<file path="src/rtl/block_transfer_sequencer_pkg.sv">
// Shared types and constants for the LDM/STM block transfer sequencer.
// The sequencer, its interface and the priority encoder all import this package.
package block_transfer_sequencer_pkg;

   typedef enum logic [1:0] {
      IDLE   = 2'd0,
      XFER   = 2'd1,
      FINISH = 2'd2
   } state_t;

   localparam int         WORD_BYTES = 4;
   localparam logic [3:0] PC_INDEX   = 4'd15;
   localparam int         REGLIST_W  = 16;

   // Number of registers named in a transfer list; sizes the block span.
   function automatic logic [4:0] popcount16(input logic [REGLIST_W-1:0] v);
      logic [4:0] c;
      c = '0;
      for (int i = 0; i < REGLIST_W; i++) begin
         c = c + 5'(v[i]);
      end
      return c;
   endfunction

endpackage

</file>
<file path="src/rtl/block_transfer_sequencer_if.sv">
// Command, memory and register-file signals of the block transfer sequencer.
// slave = the sequencer's view, master = the surrounding datapath/controller.
interface block_transfer_sequencer_if
   import block_transfer_sequencer_pkg::*;
#(
   parameter int DATA_W = 32,
   parameter int REG_AW = 4
) ();

   logic                 start;
   logic                 load;
   logic                 inc;
   logic                 wb;
   logic [REGLIST_W-1:0] reglist;
   logic [DATA_W-1:0]    base;
   logic [REG_AW-1:0]    base_reg;
   logic                 busy;
   logic                 done;
   logic                 mem_req;
   logic                 mem_we;
   logic [DATA_W-1:0]    mem_addr;
   logic [DATA_W-1:0]    mem_wdata;
   logic                 mem_ack;
   logic [DATA_W-1:0]    mem_rdata;
   logic [REG_AW-1:0]    rf_ra;
   logic [DATA_W-1:0]    rf_rd;
   logic                 rf_we;
   logic [REG_AW-1:0]    rf_wa;
   logic [DATA_W-1:0]    rf_wd;
   logic                 pc_we;
   logic [DATA_W-1:0]    pc_wd;

   modport slave (
      input  start, load, inc, wb, reglist, base, base_reg,
      input  mem_ack, mem_rdata, rf_rd,
      output busy, done, mem_req, mem_we, mem_addr, mem_wdata,
      output rf_ra, rf_we, rf_wa, rf_wd, pc_we, pc_wd
   );

   modport master (
      output start, load, inc, wb, reglist, base, base_reg,
      output mem_ack, mem_rdata, rf_rd,
      input  busy, done, mem_req, mem_we, mem_addr, mem_wdata,
      input  rf_ra, rf_we, rf_wa, rf_wd, pc_we, pc_wd
   );

endinterface

</file>
<file path="src/rtl/block_transfer_sequencer_priority_encoder_16.sv">
// Lowest-set-bit encoder: picks the next register of a transfer list.
// Purely combinational; valid is low when no bit is set.
module priority_encoder_16 (
   input  logic [15:0] req,
   output logic [3:0]  idx,
   output logic        valid
);

   always_comb begin
      idx   = '0;
      valid = 1'b0;
      // Scan downwards so the lowest set bit is the last one written.
      for (int i = 15; i >= 0; i--) begin
         if (req[i]) begin
            idx   = 4'(i);
            valid = 1'b1;
         end
      end
   end

endmodule

</file>
<file path="src/rtl/block_transfer_sequencer.sv">
// LDM/STM block transfer sequencer: one memory beat per listed register,
// lowest register first, with optional base writeback in the closing cycle.
module block_transfer_sequencer
   import block_transfer_sequencer_pkg::*;
#(
   parameter int DATA_W     = 32,
   parameter int REG_AW     = 4,
   parameter int WORD_BYTES = 4
) (
   input logic                       clk,
   input logic                       reset,
   block_transfer_sequencer_if.slave bus
);

   state_t               state_q;
   state_t               state_d;
   logic [REGLIST_W-1:0] mask_q;
   logic                 load_q;
   logic                 wb_q;
   logic                 base_loaded_q;
   logic [REG_AW-1:0]    base_reg_q;
   logic [DATA_W-1:0]    addr_q;
   logic [DATA_W-1:0]    final_q;

   logic [3:0]           cur;
   logic                 cur_vld;
   logic                 beat;
   logic [REGLIST_W-1:0] mask_next;
   logic [4:0]           n_regs;
   logic [DATA_W-1:0]    span;
   logic [DATA_W-1:0]    step;

   priority_encoder_16 u_prio (
      .req   (mask_q),
      .idx   (cur),
      .valid (cur_vld)
   );

   assign n_regs    = popcount16(bus.reglist);
   assign step      = DATA_W'(WORD_BYTES);
   assign span      = DATA_W'(n_regs) * step;
   assign beat      = (state_q == XFER) && bus.mem_ack && cur_vld;
   assign mask_next = mask_q & ~(REGLIST_W'(1) << cur);

   always_ff @(posedge clk or negedge reset) begin
      if (!reset) begin
         state_q <= IDLE;
      end else begin
         state_q <= state_d;
      end
   end

   // Command capture at start, then mask/address advance once per accepted beat.
   always_ff @(posedge clk or negedge reset) begin
      if (!reset) begin
         mask_q        <= '0;
         load_q        <= 1'b0;
         wb_q          <= 1'b0;
         base_loaded_q <= 1'b0;
         base_reg_q    <= '0;
         addr_q        <= '0;
         final_q       <= '0;
      end else if (state_q == IDLE && bus.start) begin
         mask_q        <= bus.reglist;
         load_q        <= bus.load;
         wb_q          <= bus.wb;
         base_loaded_q <= bus.load && bus.reglist[bus.base_reg];
         base_reg_q    <= bus.base_reg;
         addr_q        <= bus.inc ? bus.base : bus.base - span;
         final_q       <= bus.inc ? bus.base + span : bus.base - span;
      end else if (beat) begin
         mask_q <= mask_next;
         addr_q <= addr_q + step;
      end
   end

   always_comb begin
      state_d       = state_q;
      bus.busy      = 1'b0;
      bus.done      = 1'b0;
      bus.mem_req   = 1'b0;
      bus.mem_we    = 1'b0;
      bus.mem_addr  = '0;
      bus.mem_wdata = '0;
      bus.rf_ra     = '0;
      bus.rf_we     = 1'b0;
      bus.rf_wa     = '0;
      bus.rf_wd     = '0;
      bus.pc_we     = 1'b0;
      bus.pc_wd     = '0;

      case (state_q)
         IDLE: begin
            if (bus.start) begin
               state_d = (bus.reglist != '0) ? XFER : FINISH;
            end
         end

         XFER: begin
            bus.busy     = 1'b1;
            bus.mem_req  = 1'b1;
            bus.mem_we   = !load_q;
            bus.mem_addr = addr_q;
            bus.rf_ra    = REG_AW'(cur);
            if (!load_q) begin
               bus.mem_wdata = bus.rf_rd;
            end
            if (beat) begin
               // R15 goes to the PC port; every other register to the file.
               if (load_q && cur == PC_INDEX) begin
                  bus.pc_we = 1'b1;
                  bus.pc_wd = bus.mem_rdata;
               end else if (load_q) begin
                  bus.rf_we = 1'b1;
                  bus.rf_wa = REG_AW'(cur);
                  bus.rf_wd = bus.mem_rdata;
               end
               if (mask_next == '0) begin
                  state_d = FINISH;
               end
            end
         end

         FINISH: begin
            bus.busy = 1'b1;
            bus.done = 1'b1;
            state_d  = IDLE;
            // A base register that was itself loaded keeps the loaded value.
            if (wb_q && !base_loaded_q) begin
               bus.rf_we = 1'b1;
               bus.rf_wa = base_reg_q;
               bus.rf_wd = final_q;
            end
         end

         default: state_d = IDLE;
      endcase
   end

endmodule

</file>
<file path="src/flat_wrapper.sv">
// flat-port wrapper written by rule: the top's interface ports become plain ports
module block_transfer_sequencer_flat import block_transfer_sequencer_pkg::*;
#(
   parameter int DATA_W     = 32,
   parameter int REG_AW     = 4,
   parameter int WORD_BYTES = 4
)
  (clk, reset, bus_start, bus_load, bus_inc, bus_wb, bus_reglist, bus_base, bus_base_reg, bus_mem_ack, bus_mem_rdata, bus_rf_rd, bus_busy, bus_done, bus_mem_req, bus_mem_we, bus_mem_addr, bus_mem_wdata, bus_rf_ra, bus_rf_we, bus_rf_wa, bus_rf_wd, bus_pc_we, bus_pc_wd);
  block_transfer_sequencer_if #(.DATA_W(DATA_W), .REG_AW(REG_AW)) bus_i ();
  input logic clk;
  input logic reset;
  input wire logic [$bits(bus_i.start)-1:0] bus_start;
  input wire logic [$bits(bus_i.load)-1:0] bus_load;
  input wire logic [$bits(bus_i.inc)-1:0] bus_inc;
  input wire logic [$bits(bus_i.wb)-1:0] bus_wb;
  input wire logic [$bits(bus_i.reglist)-1:0] bus_reglist;
  input wire logic [$bits(bus_i.base)-1:0] bus_base;
  input wire logic [$bits(bus_i.base_reg)-1:0] bus_base_reg;
  input wire logic [$bits(bus_i.mem_ack)-1:0] bus_mem_ack;
  input wire logic [$bits(bus_i.mem_rdata)-1:0] bus_mem_rdata;
  input wire logic [$bits(bus_i.rf_rd)-1:0] bus_rf_rd;
  output wire logic [$bits(bus_i.busy)-1:0] bus_busy;
  output wire logic [$bits(bus_i.done)-1:0] bus_done;
  output wire logic [$bits(bus_i.mem_req)-1:0] bus_mem_req;
  output wire logic [$bits(bus_i.mem_we)-1:0] bus_mem_we;
  output wire logic [$bits(bus_i.mem_addr)-1:0] bus_mem_addr;
  output wire logic [$bits(bus_i.mem_wdata)-1:0] bus_mem_wdata;
  output wire logic [$bits(bus_i.rf_ra)-1:0] bus_rf_ra;
  output wire logic [$bits(bus_i.rf_we)-1:0] bus_rf_we;
  output wire logic [$bits(bus_i.rf_wa)-1:0] bus_rf_wa;
  output wire logic [$bits(bus_i.rf_wd)-1:0] bus_rf_wd;
  output wire logic [$bits(bus_i.pc_we)-1:0] bus_pc_we;
  output wire logic [$bits(bus_i.pc_wd)-1:0] bus_pc_wd;
  assign bus_i.start = bus_start;
  assign bus_i.load = bus_load;
  assign bus_i.inc = bus_inc;
  assign bus_i.wb = bus_wb;
  assign bus_i.reglist = bus_reglist;
  assign bus_i.base = bus_base;
  assign bus_i.base_reg = bus_base_reg;
  assign bus_i.mem_ack = bus_mem_ack;
  assign bus_i.mem_rdata = bus_mem_rdata;
  assign bus_i.rf_rd = bus_rf_rd;
  assign bus_busy = bus_i.busy;
  assign bus_done = bus_i.done;
  assign bus_mem_req = bus_i.mem_req;
  assign bus_mem_we = bus_i.mem_we;
  assign bus_mem_addr = bus_i.mem_addr;
  assign bus_mem_wdata = bus_i.mem_wdata;
  assign bus_rf_ra = bus_i.rf_ra;
  assign bus_rf_we = bus_i.rf_we;
  assign bus_rf_wa = bus_i.rf_wa;
  assign bus_rf_wd = bus_i.rf_wd;
  assign bus_pc_we = bus_i.pc_we;
  assign bus_pc_wd = bus_i.pc_wd;
  block_transfer_sequencer #(.DATA_W(DATA_W), .REG_AW(REG_AW), .WORD_BYTES(WORD_BYTES)) u_core (.clk(clk), .reset(reset), .bus(bus_i));
endmodule
</file>
<file path="config.mk">
export PLATFORM = sky130hd
export DESIGN_NAME = block_transfer_sequencer_flat
export DESIGN_NICKNAME = d
export VERILOG_FILES = /design/src/rtl/block_transfer_sequencer_pkg.sv /design/src/rtl/block_transfer_sequencer_if.sv /design/src/rtl/block_transfer_sequencer_priority_encoder_16.sv /design/src/rtl/block_transfer_sequencer.sv /design/src/flat_wrapper.sv
export SDC_FILE = /design/constraint.sdc
export NUM_CORES = 1
export LEC_CHECK = 0
export CORE_AREA = 2 2 97 169
export DETAILED_ROUTE_END_ITERATION = 16
export DIE_AREA = 0 0 99 171
export PLACE_DENSITY = 0.83
export SLEW_MARGIN = 10
export SYNTH_ARGS = -nofsm -noshare
export SYNTH_HDL_FRONTEND = slang
export SYNTH_SLANG_ARGS = --single-unit
</file>
<file path="constraint.sdc">
create_clock -name clk -period 5.72 [get_ports clk]
set_input_delay 0.858 -clock clk [delete_from_list [all_inputs] [get_ports clk]]
set_output_delay 0.858 -clock clk [all_outputs]
set_load 0.05 [all_outputs]
</file>
==> summary.md <==
| Metric | Value |
|---|---|
| Data arrival, critical path | `6.30 ns` |
| Number of inserted diodes | `0` |
| EDFF count, synth | `0` |
| Clock buffer depth | `2` |
| Total grt overflow | `0` |
| Total number of yosys warnings | `0` |
| Post-DP Area | `0.01094 sq mm` |
| Unrepaired setup endpoints after global routing | `true` |
| Final worst-path cycle share | `1.067` |
| Total number of placement rows | `61` |
| Final hold violations | `0` |
| Distinct cells, synth | `65` |
| Clock transition at the registers of the reported paths | `0.07 ns` |
| Final WL | `29,960 microns` |
| Area growth from synthesis to layout | `55.20%` |
| Total number of vias | `8,447` |
| Status | `finished, violations left` |
| Busiest layer in global routing | `met2` |
| Worst Path Class, Setup | `in -> reg` |
| Clock root buffer | `sky130_fd_sc_hd__clkbuf_16` |
| Pwr dens | `467.1 mW/mm^2` |
| Clock tree from TritonCTS | `yes` |
| DR DRC count | `0` |
| Initial antenna violation count | `0` |
| Max-cap viol count | `0` |
| Iteration-0 DRC Markers | `429` |
| Area of the die | `0.01693 sq mm` |
| Static leakage | `4.911 nW` |
| Number of clock sinks | `89` |
| Post-layout nets | `1,415` |
| Worst-Skew Late Latency | `0.35 ns` |
| Slowest stage delay, CP | `0.57 ns` |
| Critical path data required time | `5.92 ns` |
| Chip Width | `99 microns` |
| Number of top-level pins | `265` |
| Fraction of met1 tracks used by global routing | `0.3371` |
| Maximum number of pins on one net before global-route repair | `79` |
| Cell area after technology mapping | `0.007646 sq mm` |
| Util after Layout | `0.7584` |
| Smallest setup slack after layout | `-0.3815 ns` |
| CP most frequent cell | `sky130_fd_sc_hd__fa_1` |
| Critical path launch point type | `primary input` |
| Maximum clock skew at final layout | `0.01143 ns` |
| Total non-filler cell area in the finished layout | `0.01187 sq mm` |
| Met2 Track Usage GR | `0.6357` |
| Post-synthesis net count | `1,105` |
| Worst Reg2Reg Path Length in Cells | `8` |
| Grt met3 use | `0.04984` |
| Critical Path End Type | `flop` |
| Final HPWL DP | `22,310 microns` |
| Number of buffer cells added on primary ports | `264` |
| DRT Pass-1 Iters | `5` |
| Placeable Area | `0.01565 sq mm` |
| Synthesized instance count | `948` |
| Layout cell share with drive strength beyond 1 | `0.1956` |
| Most used DFF post-synth | `sky130_fd_sc_hd__dfrtp_1` |
| Aggregate global-route resource usage | `0.3393` |
| Crit-path max FO | `2` |
| Failing checks | `negative setup slack` |
| Number of cells in the design after placement | `1,421` |
| Number of endpoints failing setup at the final stage | `41` |
| Share of synthesized flip-flops with an asynchronous set or reset | `1.000` |
| Worst R2R Setup Slack | `2.47 ns` |
| Max-slew violation count | `0` |
| Post-route antenna net violation count | `0` |
| Max-slew headroom | `0.3484` |
| Slowest CP cell | `sky130_fd_sc_hd__or4_4` |
| Achievable frequency | `163.9 MHz` |
| Hold buffer count at cts | `0` |
| GPL Wtd Cong | `1.010` |
| Final sum of negative setup slack | `-7.855 ns` |
| Clock buffer count from CTS | `9` |
| Number of global-route vias before repair | `8,240` |
| Average cell area after synthesis | `8.065 sq um` |
| Sequential element share of the synthesized area | `0.2913` |
| Pre-CTS setup slack | `-1.187 ns` |
| Total of flip-flops plus latches after synthesis | `89` |
| Overall Power | `5.543 mW` |
| First-pass GRT wire length | `44,240 microns` |
| Classification of the worst-slack hold path | `in -> async` |
| Minimum period implied by the final worst setup slack | `6.102 ns` |
| Die Span Y | `171 microns` |
| IR drop worst, VDD | `0.3146 mV` |
| Non-filler cells, final | `1,452` |
| Average via count per standard cell | `5.817` |
| Crit Reg-Reg Startpoint | `u_core.mask_q[12]$_DFFE_PN0P_` |
| Hold Worst Slack | `0.4608 ns` |
| Reg-to-reg critical path endpoint | `u_core.state_q[0]$_DFFE_PN0P_` |
| Transition time at the pin with the least slew margin | `0.9775 ns` |
| Effective utilization at floorplan | `0.4887` |
| Detailed-route wire length per cell | `20.64 microns` |
| H-tree levels | `3` |
| List of cells traversed by the critical path | `buf_8 -> inv_6 -> ha_4 -> inv_2 -> fa_1 -> fa_1 -> fa_1 -> fa_1 -> fa_2 -> fa_2 -> nor2b_1 -> o21a_1 -> inv_1 -> ha_2 -> or4_4 -> buf_4 -> buf_6 -> buf_6 -> nor2_4 -> o21ai_2 -> or4_4 -> buf_6 -> xor2_2 -> o21ai_1` |
flip-flops by register name, indices dropped and copies added (netlist names):
| name | count |
|---|---|
| u_core.addr_q | 32 |
| u_core.base_loaded_q | 1 |
| u_core.base_reg_q | 4 |
| u_core.final_q | 32 |
| u_core.load_q | 1 |
| u_core.mask_q | 16 |
| u_core.state_q | 2 |
| u_core.wb_q | 1 |
cell type report:
type                    instances  area, sq um
clock inverters                 6        97.59
multi-input cells             753         5553
clock buffers                  10        229.0
flip-flops and latches         89         2227
fillers                      1147         3780
repair buffers                359         3333
well taps                     189        236.5
inverters                      46        190.2
power breakdown:
group          internal, mW  switching (mW)  total (mW)
clock network         0.391           0.281       0.672
logic                  1.49            2.09        3.58
registers             0.933           0.357        1.29
total                  2.81            2.73        5.54
worst max-delay path by stage:
stage	startpoint	endpoint	slack [ns]	depth (start not counted)
finish	bus_reglist[0]	u_core.addr_q[13]$_DFFE_PN0P_	-0.38	24
global route	bus_reglist[0]	u_core.addr_q[25]$_DFFE_PN0P_	-0.60	22
CTS	bus_reglist[1]	u_core.final_q[31]$_DFFE_PN0P_	-0.54	24
detailed placement	bus_reglist[1]	u_core.final_q[28]$_DFFE_PN0P_	-1.19	23
global placement	bus_reglist[1]	u_core.final_q[24]$_DFFE_PN0P_	-1.12	23
floorplan	bus_reglist[1]	u_core.final_q[24]$_DFFE_PN0P_	-0.41	21
Yosys cell counts, drive strengths merged, types with 30 or more instances:
cell type	number	area, sq um
a21oi	30	150.1
a22oi	37	277.8
and2	102	638.1
clkbuf	52	196.4
dfrtp	89	2227
inv	46	172.7
nand2	120	452.9
nor2	41	172.7
nor2b	42	262.8
o21ai	76	380.4
xnor2	51	446.7
xor2	35	306.5
cell families (layout without fill, tap and decap cells):
family	after synthesis	count (layout)	synth area share
xor gates and xnor gates	86	86	0.09851
AOI/OAI and AO/OA	205	205	0.1725
muxes	8	8	0.01866
and+or+nand+nor	419	419	0.2960
buffers and inverters	106	421	0.05433
DFF	89	89	0.2913
adders and majority gates	35	35	0.06873
timing repair:
action / in CTS / in global routing
buffers inserted: 11 / 7
gates resized for setup: 103 / 33
pin swaps: 43 / 38
endpoints found under the setup margin: 54 / 51
cloned: 0 / 0
worst max-delay path: cells and delay by family:
kind / cells / cell delay (ns)
xor+xnor: 1 / 0.14
buf+inv: 8 / 0.71
compound gates: 3 / 0.30
fa+ha+maj: 8 / 3.06
simple gates: 4 / 1.23
per-layer routing:
layer / up-vias / share of wire
met3: 127 / 0.058
met4: 0 / 0.074
met2: 398 / 0.55
met5: - / 0
li1: 3874 / -
met1: 4048 / 0.32
cells in the final DEF, fill, tap and decap left out, types with 5 or more instances in the layout:
| cell type | n |
|---|---|
| sky130_fd_sc_hd__a211oi_1 | 5 |
| sky130_fd_sc_hd__a21oi_1 | 25 |
| sky130_fd_sc_hd__a22oi_1 | 36 |
| sky130_fd_sc_hd__a31oi_1 | 9 |
| sky130_fd_sc_hd__and2_1 | 101 |
| sky130_fd_sc_hd__and3_1 | 16 |
| sky130_fd_sc_hd__and4_1 | 6 |
| sky130_fd_sc_hd__buf_4 | 115 |
| sky130_fd_sc_hd__buf_6 | 14 |
| sky130_fd_sc_hd__clkbuf_16 | 9 |
| sky130_fd_sc_hd__clkdlybuf4s50_1 | 223 |
| sky130_fd_sc_hd__dfrtp_1 | 89 |
| sky130_fd_sc_hd__fa_1 | 9 |
| sky130_fd_sc_hd__ha_1 | 18 |
| sky130_fd_sc_hd__inv_1 | 37 |
| sky130_fd_sc_hd__inv_2 | 7 |
| sky130_fd_sc_hd__mux4_2 | 5 |
| sky130_fd_sc_hd__nand2_1 | 113 |
| sky130_fd_sc_hd__nand2b_1 | 8 |
| sky130_fd_sc_hd__nand3_1 | 18 |
| sky130_fd_sc_hd__nand4_1 | 9 |
| sky130_fd_sc_hd__nor2_1 | 33 |
| sky130_fd_sc_hd__nor2_4 | 5 |
| sky130_fd_sc_hd__nor2b_1 | 41 |
| sky130_fd_sc_hd__nor3_1 | 7 |
| sky130_fd_sc_hd__nor3_2 | 5 |
| sky130_fd_sc_hd__nor3_4 | 6 |
| sky130_fd_sc_hd__nor4_1 | 6 |
| sky130_fd_sc_hd__nor4_2 | 5 |
| sky130_fd_sc_hd__o211ai_1 | 15 |
| sky130_fd_sc_hd__o21ai_0 | 35 |
| sky130_fd_sc_hd__o21ai_1 | 35 |
| sky130_fd_sc_hd__o21ai_2 | 5 |
| sky130_fd_sc_hd__or3_1 | 7 |
| sky130_fd_sc_hd__xnor2_1 | 37 |
| sky130_fd_sc_hd__xnor2_2 | 10 |
| sky130_fd_sc_hd__xor2_1 | 32 |
(Power assumes the default switching activity.)
